<file path="config.mk">
export PLATFORM = sky130hd
export DESIGN_NAME = hdpldadapt_tx_bond_rden_ctrl_flat
export DESIGN_NICKNAME = d
export VERILOG_FILES = /design/src/rtl/hdpldadapt_tx_bond_rden_ctrl_if.sv /design/src/rtl/hdpldadapt_tx_bond_rden_ctrl.sv /design/src/flat_wrapper.sv
export SDC_FILE = /design/constraint.sdc
export NUM_CORES = 1
export LEC_CHECK = 0
export ABC_CLOCK_PERIOD_IN_PS = 1900
export CORE_UTILIZATION = 44
export CTS_CLUSTER_SIZE = 10
export DETAILED_ROUTE_END_ITERATION = 8
export MAX_ROUTING_LAYER = met4
export PLACE_DENSITY_LB_ADDON = 0.12
export SLEW_MARGIN = 20
export SYNTH_ARGS = -nofsm -noshare
export SYNTH_HDL_FRONTEND = slang
export SYNTH_SLANG_ARGS = --single-unit
</file>
<file path="constraint.sdc">
create_clock -name tx_rdfifo_clk -period 1.9 [get_ports tx_rdfifo_clk]
set_clock_uncertainty 0.2 [all_clocks]
set_input_delay 0.38 -clock tx_rdfifo_clk [delete_from_list [all_inputs] [get_ports tx_rdfifo_clk]]
set_output_delay 0.38 -clock tx_rdfifo_clk [all_outputs]
set_load 0.01 [all_outputs]
</file>
<file path="src/rtl/hdpldadapt_tx_bond_rden_ctrl_if.sv">
`default_nettype none
// hdpldadapt_tx_bond_rden_ctrl_if -- control/status bundle of the bonded TX read-enable controller.
// Rev 1.0
interface hdpldadapt_tx_bond_rden_ctrl_if #(
  parameter int TOWIDTH = 8,
  parameter int LKWIDTH = 4
);
  logic               rd_srst_n;
  logic               data_valid_in_raw;
  logic               comp_out_rden_en;
  logic               compin_sel_rden;
  logic               double_write_int;
  logic               fifo_empty;
  logic               r_bond_en;
  logic [LKWIDTH-1:0] r_lock_cnt;
  logic [TOWIDTH-1:0] r_comp_timeout;
  logic               fifo_rd_en;
  logic               rd_phase;
  logic               bond_locked;
  logic               bond_err;
  logic [15:0]        rden_ctrl_testbus;

  modport master (
    output rd_srst_n, data_valid_in_raw, comp_out_rden_en, compin_sel_rden,
           double_write_int, fifo_empty, r_bond_en, r_lock_cnt, r_comp_timeout,
    input  fifo_rd_en, rd_phase, bond_locked, bond_err, rden_ctrl_testbus
  );

  modport slave (
    input  rd_srst_n, data_valid_in_raw, comp_out_rden_en, compin_sel_rden,
           double_write_int, fifo_empty, r_bond_en, r_lock_cnt, r_comp_timeout,
    output fifo_rd_en, rd_phase, bond_locked, bond_err, rden_ctrl_testbus
  );
endinterface
`default_nettype wire

</file>
<file path="src/rtl/hdpldadapt_tx_bond_rden_ctrl.sv">
`default_nettype none
// hdpldadapt_tx_bond_rden_ctrl -- bonded TX FIFO read-enable control; debug bus enabled by
// HDPLDADAPT_TX_BOND_RDEN_TESTBUS_EN. Rev 1.0
module hdpldadapt_tx_bond_rden_ctrl #(
  parameter int TOWIDTH = 8,
  parameter int LKWIDTH = 4
) (
  input  logic                          tx_rdfifo_clk,
  input  logic                          tx_rdfifo_clk_rst_n,
  hdpldadapt_tx_bond_rden_ctrl_if.slave bus
);

  typedef enum logic [2:0] {
    ST_IDLE      = 3'd0,
    ST_WAIT_COMP = 3'd1,
    ST_LOCKING   = 3'd2,
    ST_LOCKED    = 3'd3,
    ST_ERR       = 3'd4
  } state_t;

  state_t             state_q, state_d;
  logic [LKWIDTH-1:0] lock_cnt_q, lock_cnt_d;
  logic [TOWIDTH-1:0] wdog_q, wdog_d;
  logic               fifo_rd_en_q, fifo_rd_en_d;
  logic               rd_phase_q, rd_phase_d;

  logic [LKWIDTH-1:0] lock_cnt_inc;
  logic [TOWIDTH-1:0] wdog_inc;
  logic               lock_done;
  logic               lock_first;
  logic               wdog_hit;
  logic               underflow;
  logic               rd_qual;

  assign lock_cnt_inc = (&lock_cnt_q) ? lock_cnt_q : lock_cnt_q + LKWIDTH'(1);
  assign wdog_inc     = (&wdog_q) ? wdog_q : wdog_q + TOWIDTH'(1);
  // Extra bit keeps lock_cnt+1 from wrapping before the threshold compare.
  assign lock_done    = ({1'b0, lock_cnt_q} + (LKWIDTH+1)'(1)) >= {1'b0, bus.r_lock_cnt};
  assign lock_first   = bus.r_lock_cnt <= LKWIDTH'(1);
  assign wdog_hit     = wdog_q == bus.r_comp_timeout;
  assign underflow    = bus.data_valid_in_raw & bus.fifo_empty;

  assign rd_qual = bus.data_valid_in_raw & ~bus.fifo_empty & (state_q != ST_ERR) &
                   (~bus.r_bond_en | (state_q == ST_LOCKED));

  always_comb begin
    state_d    = state_q;
    lock_cnt_d = lock_cnt_q;
    wdog_d     = wdog_q;
    rd_phase_d = bus.double_write_int ? (rd_phase_q ^ rd_qual) : 1'b0;
    // The pop is issued together with the upper-word phase so both outputs line up.
    fifo_rd_en_d = rd_qual & (bus.double_write_int ? rd_phase_d : 1'b1);

    case (state_q)
      ST_IDLE: begin
        lock_cnt_d = '0;
        wdog_d     = '0;
        if (bus.r_bond_en && bus.compin_sel_rden) begin
          state_d = ST_WAIT_COMP;
        end
      end

      ST_WAIT_COMP: begin
        wdog_d = '0;
        if (!bus.r_bond_en) begin
          state_d    = ST_IDLE;
          lock_cnt_d = '0;
        end else if (bus.comp_out_rden_en) begin
          lock_cnt_d = LKWIDTH'(1);
          state_d    = lock_first ? ST_LOCKED : ST_LOCKING;
        end
      end

      ST_LOCKING: begin
        if (!bus.r_bond_en) begin
          state_d    = ST_IDLE;
          lock_cnt_d = '0;
          wdog_d     = '0;
        end else if (bus.comp_out_rden_en) begin
          lock_cnt_d = lock_cnt_inc;
          wdog_d     = '0;
          if (lock_done) begin
            state_d = ST_LOCKED;
          end
        end else if (wdog_hit) begin
          state_d    = ST_WAIT_COMP;
          lock_cnt_d = '0;
          wdog_d     = '0;
        end else begin
          wdog_d = wdog_inc;
        end
      end

      ST_LOCKED: begin
        if (!bus.r_bond_en) begin
          state_d    = ST_IDLE;
          lock_cnt_d = '0;
          wdog_d     = '0;
        end else if (underflow) begin
          state_d = ST_ERR;
        end else if (bus.comp_out_rden_en) begin
          lock_cnt_d = lock_cnt_inc;
          wdog_d     = '0;
        end else if (wdog_hit) begin
          state_d = ST_ERR;
        end else begin
          wdog_d = wdog_inc;
        end
      end

      ST_ERR: begin
        state_d = ST_ERR;
      end

      default: begin
        state_d    = ST_IDLE;
        lock_cnt_d = '0;
        wdog_d     = '0;
      end
    endcase

    if (!bus.rd_srst_n) begin
      state_d      = ST_IDLE;
      lock_cnt_d   = '0;
      wdog_d       = '0;
      rd_phase_d   = 1'b0;
      fifo_rd_en_d = 1'b0;
    end
  end

  always_ff @(posedge tx_rdfifo_clk or negedge tx_rdfifo_clk_rst_n) begin
    if (!tx_rdfifo_clk_rst_n) begin
      state_q      <= ST_IDLE;
      lock_cnt_q   <= '0;
      wdog_q       <= '0;
      fifo_rd_en_q <= 1'b0;
      rd_phase_q   <= 1'b0;
    end else begin
      state_q      <= state_d;
      lock_cnt_q   <= lock_cnt_d;
      wdog_q       <= wdog_d;
      fifo_rd_en_q <= fifo_rd_en_d;
      rd_phase_q   <= rd_phase_d;
    end
  end

  assign bus.fifo_rd_en  = fifo_rd_en_q;
  assign bus.rd_phase    = rd_phase_q;
  assign bus.bond_locked = (state_q == ST_LOCKED);
  assign bus.bond_err    = (state_q == ST_ERR);

`ifdef HDPLDADAPT_TX_BOND_RDEN_TESTBUS_EN
  logic [15:0] dbg_lock_cnt;
  logic [15:0] dbg_wdog;

  assign dbg_lock_cnt = 16'(lock_cnt_q);
  assign dbg_wdog     = 16'(wdog_q);
  assign bus.rden_ctrl_testbus = {state_q, dbg_lock_cnt[3:0], dbg_wdog[7:3], fifo_rd_en_q,
                                  rd_phase_q, (state_q == ST_ERR), bus.comp_out_rden_en};
`else
  assign bus.rden_ctrl_testbus = 16'h0;
`endif

endmodule
`default_nettype wire

</file>
<file path="src/flat_wrapper.sv">
// flat-port wrapper written by rule: the top's interface ports become plain ports
module hdpldadapt_tx_bond_rden_ctrl_flat 
#(
  parameter int TOWIDTH = 8,
  parameter int LKWIDTH = 4
)
  (tx_rdfifo_clk, tx_rdfifo_clk_rst_n, bus_rd_srst_n, bus_data_valid_in_raw, bus_comp_out_rden_en, bus_compin_sel_rden, bus_double_write_int, bus_fifo_empty, bus_r_bond_en, bus_r_lock_cnt, bus_r_comp_timeout, bus_fifo_rd_en, bus_rd_phase, bus_bond_locked, bus_bond_err, bus_rden_ctrl_testbus);
  hdpldadapt_tx_bond_rden_ctrl_if #(.TOWIDTH(TOWIDTH), .LKWIDTH(LKWIDTH)) bus_i ();
  input  logic tx_rdfifo_clk;
  input  logic tx_rdfifo_clk_rst_n;
  input wire logic [$bits(bus_i.rd_srst_n)-1:0] bus_rd_srst_n;
  input wire logic [$bits(bus_i.data_valid_in_raw)-1:0] bus_data_valid_in_raw;
  input wire logic [$bits(bus_i.comp_out_rden_en)-1:0] bus_comp_out_rden_en;
  input wire logic [$bits(bus_i.compin_sel_rden)-1:0] bus_compin_sel_rden;
  input wire logic [$bits(bus_i.double_write_int)-1:0] bus_double_write_int;
  input wire logic [$bits(bus_i.fifo_empty)-1:0] bus_fifo_empty;
  input wire logic [$bits(bus_i.r_bond_en)-1:0] bus_r_bond_en;
  input wire logic [$bits(bus_i.r_lock_cnt)-1:0] bus_r_lock_cnt;
  input wire logic [$bits(bus_i.r_comp_timeout)-1:0] bus_r_comp_timeout;
  output wire logic [$bits(bus_i.fifo_rd_en)-1:0] bus_fifo_rd_en;
  output wire logic [$bits(bus_i.rd_phase)-1:0] bus_rd_phase;
  output wire logic [$bits(bus_i.bond_locked)-1:0] bus_bond_locked;
  output wire logic [$bits(bus_i.bond_err)-1:0] bus_bond_err;
  output wire logic [$bits(bus_i.rden_ctrl_testbus)-1:0] bus_rden_ctrl_testbus;
  assign bus_i.rd_srst_n = bus_rd_srst_n;
  assign bus_i.data_valid_in_raw = bus_data_valid_in_raw;
  assign bus_i.comp_out_rden_en = bus_comp_out_rden_en;
  assign bus_i.compin_sel_rden = bus_compin_sel_rden;
  assign bus_i.double_write_int = bus_double_write_int;
  assign bus_i.fifo_empty = bus_fifo_empty;
  assign bus_i.r_bond_en = bus_r_bond_en;
  assign bus_i.r_lock_cnt = bus_r_lock_cnt;
  assign bus_i.r_comp_timeout = bus_r_comp_timeout;
  assign bus_fifo_rd_en = bus_i.fifo_rd_en;
  assign bus_rd_phase = bus_i.rd_phase;
  assign bus_bond_locked = bus_i.bond_locked;
  assign bus_bond_err = bus_i.bond_err;
  assign bus_rden_ctrl_testbus = bus_i.rden_ctrl_testbus;
  hdpldadapt_tx_bond_rden_ctrl #(.TOWIDTH(TOWIDTH), .LKWIDTH(LKWIDTH)) u_core (.tx_rdfifo_clk(tx_rdfifo_clk), .tx_rdfifo_clk_rst_n(tx_rdfifo_clk_rst_n), .bus(bus_i));
endmodule
</file>
# == Word level (Yosys, flattened, before mapping) ==
# Index checks and enable logic that the tools add are counted.
# Widths: inputs -> output; s select.
# word_totals
ff_bits,17
latch_bits,0
ramBits,0
mem_bits_ro,0
input_bits,21
output_inout_bits,20
elab_cells,81
mem_count,0
# classes
add_sub_neg,3
multipliers,0
div_mod_pow,0
n_lt_le_gt_ge,2
n_eq_ne,16
shifts,0
n_mux,39
n_bitwise,9
reduce_logical,7
# op_table
op,count
$mux 8,9
$mux 4,10
$mux 3,12
$pmux 8 s3,1
$pmux 4 s4,1
$ne 5x4->1 const B,3
$pmux 3 s5,1
$ne 4x4->1 const B,3
$add 8x1->8 const B,1
$eq 8x8->1,1
$reduce_and 8->1,1
$eq 3x2->1 const B,2
$reduce_and 6->1,1
$add 4x1->5 const B,1
$and 1x1->1,5
$ge 5x4->1,1
$mux 1,5
$ne 5x3->1 const B,1
$ne 5x5->1 const B,1
$reduce_and 5->1,1
$add 4x1->4 const B,1
$le 4x1->1 const B,1
$reduce_and 4->1,1
$eq 3x1->1 const B,1
10 further kinds,11

# == Longest topological paths before layout ==
# logic_depth
depth_word,9
ltp_mapped,8
ltp_nobuf,7

# == Least setup slack after synthesis ==
# No wires, ideal clock.
# synth_path
path_type,reg-to-reg
from,reg u_core.lock_cnt_q[0]
to,reg u_core.state_q[1]
setup_time_ns,0.126
arrival_time_ns,1.783
slack_ns,-0.209
stages_incl_launch_ff,8
cell_sequence,dfrtp_1 -> ha_1 -> xor2_1 -> ha_1 -> o21ai_0 -> o211ai_1 -> o311ai_0 -> a221o_1
# synth_between
elab_chain_len,4
# synth_lines
element,line_no,rtl
start: declaration,hdpldadapt_tx_bond_rden_ctrl.sv:22,"logic [LKWIDTH-1:0] lock_cnt_q, lock_cnt_d;"
start signal: assignment,hdpldadapt_tx_bond_rden_ctrl.sv:140,lock_cnt_q <= lock_cnt_d;
$add 4x1->5,hdpldadapt_tx_bond_rden_ctrl.sv:38,"assign lock_done = ({1'b0, lock_cnt_q} + (LKWIDTH+1)'(1)) >= {1'b0, bus.r_lock_cnt};"
$ge 5x4->1,hdpldadapt_tx_bond_rden_ctrl.sv:38,
$ne 5x4->1 (no line),-,
$reduce_and 6->1 (no line),-,
end signal: assignment,hdpldadapt_tx_bond_rden_ctrl.sv:139,state_q <= state_d;
end: declaration,hdpldadapt_tx_bond_rden_ctrl.sv:21,"state_t state_q, state_d;"
# Every way passes these cells.
# A chain may end at the register's enable or synchronous reset.

# == Worst setup path in the final report ==
# layout_path
from,reg u_core.lock_cnt_q[1]
to,reg u_core.state_q[0]
# The elaborated chain is that of the path after synthesis.

==> results.ini <==
[finish]
fillCellCount=225
area_growth_syn_to_layout_pct=60.1
final_common_cell=buf_4
seq_area_um2=428
multi_input_area_um2=1180
fin_nets=275
diodes=0
drive_gt1_share_pct=46.2
most-common-layout-cells=buf_4, conb_1, dfrtp_1

[power_and_ir_drop]
p_sw_uw=409
p_leak_nw=1.18
vdd_drop_max_v=0.000287
clkPwrFrac_pct=19.2
comb_power_share_pct=43.3
power.density_nw_per_um2=460
switching_share_pct=36.7
p_seq_share_pct=37.5
internal_power_uw=706

[grt]
met2_usage_pct=44.6
grt_util_met3_pct=3.84
grt-ovfl-total=0
grt_use_total_pct=27.1
first_global_vias=1542
antenna_found_initial=0
grt_pass1_wl_mm=7.00
gr-usage-met1_pct=32.6
busiest_layer=met2
grt_max_degree=18

[timing]
holdWs_ns=0.180
setup_violations=16
hold_viol_final=0
fin_crit_ns=2.12
maxSlewViolCount=0
grt_setup_unrepaired=yes
finalCritPeriodShare_pct=111
fmax_ghz=0.472
setup_slack_ns=-0.217

[die]
initial_core_util_pct=48.1
ios=41
die_w_um=60.7
std_cell_rows=20
fp.dieH_um=60.7
core_area_um2=3150
die_area_um2=3680

[logic_synthesis]
synth.mux.area_fraction_pct=1.40
synth_top_family_by_area=simple AND/OR/NAND/NOR gates
synth_flop_cell=dfrtp_1
synth_edf_count=0
synth_fa_ha_area_share_pct=4.95
synth-xor-area-share_pct=6.85
synth.distinct_cells=58
async_reset_ff_share_pct=100
syn_area_per_cell_um2=8.97
synth_simple_gate_area_share_pct=25.8
synth_compound_area_share_pct=19.0
syn_area_um2=1520
synth_seq_cells=17
seq_area_frac_synth_pct=28.1
syn_inst=169
synth_warnings=0

[placed_design]
preCtsSetupSlack_ns=-0.637
port_buffers=24
gp_congestion=0.903
hpwl_mm=2.98

[cts]
tritoncts=done
cts_buffers=3
cts_root_buf=clkbuf_4
clk_path_buf_depth=2
clkLatencyLatePin_ns=0.31
clock-sinks=17
clk_pin_slew_ns=0.12
htree_levels=1

[worst_setup_path]
cp-end-kind=flop
cp_top_family=adder cells
start_kind=flop
cp_slowest_stage_delay_ns=0.45
rr_startpoint=u_core.lock_cnt_q[1]$_DFFE_PN0P_
worstSetupEndpoint=u_core.state_q[0]$_DFFE_PN0P_
r2r_slack_ns=-0.22
cp.arrival_ns=2.12
critPathMaxFanout=3
cp.depth=6
critPathRequiredTime_ns=1.90
ff2ff_path_depth=6
path_cells=ha_4, ha_1, a211oi_2, o211ai_1, o311ai_2, mux2_2
cp_slowest_cell=dfrtp_2
cp_num_buf_inv=0
critPathKind=reg -> reg
crit_start=u_core.lock_cnt_q[1]$_DFFE_PN0P_
r2r-end=u_core.state_q[0]$_DFFE_PN0P_

[routing]
vias=1589
drt-pass1-iter-count=4
drtAntennaViolNets=0
vias_per_cell=5.46
wl_mm=4.59
drt_first_iter_violations=76
drt-wirelength-per-cell_um=15.8
drc=0

[min_path]
hold_class=in -> async

[status]
outcome=finished with violations
violations=setup timing

[flow_run]
cap_violations=0

## registers in the layout, summed over array words and instances (netlist names)
signal / flops
u_core.lock_cnt_q: 4
u_core.state_q: 3
u_core.bus.fifo_rd_en: 1
u_core.wdog_q: 8
u_core.bus.rd_phase: 1
## repair_timing
item	4_1_cts	5_1_grt
pin swaps	29	22
setup endpoints to repair	18	19
buffers inserted	7	12
gates resized for setup	52	14
hold buffers	0	0
## cells in the mapped netlist (all sizes together), types with 2 or more instances
master	instances	area share, %
buf	24	11
dfrtp	17	28
nand2	10	2.5
nor2	9	2.2
xnor2	9	5.7
inv	8	2.0
o21ai	8	2.6
ha	6	5.0
nor3	6	2.0
a21oi	4	1.3
a31oi	4	1.7
nand3	4	1.3
nand4	4	2.5
o22a	4	2.4
or2	4	1.7
a221o	3	2.0
and3	3	1.2
nor4	3	2.2
nor4b	3	2.1
o211ai	3	1.8
a32o	2	1.3
and4	2	1.2
nand2b	2	0.83
nor2b	2	0.83
nor3b	2	1.3
o21a	2	0.99
xor2	2	1.2
## metal layers
| metal | vias up | wire length [um] |
|---|---|---|
| met1 | 755 | 1910 |
| met5 | - | 0 |
| met3 | 11 | 295 |
| met4 | 0 | 103 |
| li1 | 748 | - |
| met2 | 75 | 2290 |
## how the worst min path moves through the flow
stage,end,slack (ns),depth (start not counted)
4_1_cts,u_core.wdog_q[2]$_DFFE_PN0P_,0.18,2
6_report,u_core.state_q[2]$_DFFE_PN0P_,0.18,2
5_1_grt,u_core.wdog_q[3]$_DFFE_PN0P_,0.22,2
2_1_floorplan,u_core.bus.fifo_rd_en$_DFF_PN0_,-0.12,0
3_5_place_dp,u_core.lock_cnt_q[1]$_DFFE_PN0P_,0.38,1
3_3_place_gp,u_core.lock_cnt_q[1]$_DFFE_PN0P_,0.37,1
## power groups by stage
stage / sequential (mW) / clock, mW / combinational [mW]
6_report: 0.418 / 0.214 / 0.483
5_1_grt: 0.421 / 0.236 / 0.518
4_1_cts: 0.416 / 0.220 / 0.470
3_5_place_dp: 0.417 / 0 / 0.429
3_3_place_gp: 0.416 / 0 / 0.420
2_1_floorplan: 0.405 / 0 / 0.272
## area by class of cell
cell class                 count  area share (%)
clock inverter                 1           0.206
tap                           44            2.27
sequential                    17            17.6
timing repair buffer          84            29.2
clock buffer                   3           0.928
multi-input combinational    134            48.5
inverter                       8            1.24
## per-stage QoR
stage | instances | utilization [%] | TNS, ns | power [mW] | cell area [um2]
global route | 291 | 76.9 | -3.15 | 1.17 | 2430
CTS | 282 | 73.3 | -1.50 | 1.11 | 2310
detailed placement | 271 | 65.8 | -8.83 | 0.847 | 2080
global placement | 271 | 65.8 | -8.13 | 0.836 | 2080
finish | 291 | 76.9 | -1.70 | 1.12 | 2430
floorplan | 184 | - | -0.276 | 0.676 | 1660
## cell families after synthesis
group	after synthesis
and+or+nand+nor	60
AOI/OAI and AO/OA	39
buffers and inverters	33
DFF	17
xor gates and xnor gates	11
adders and majority gates	6
muxes	2
other	1
Power figures use the tool's default switching activity.
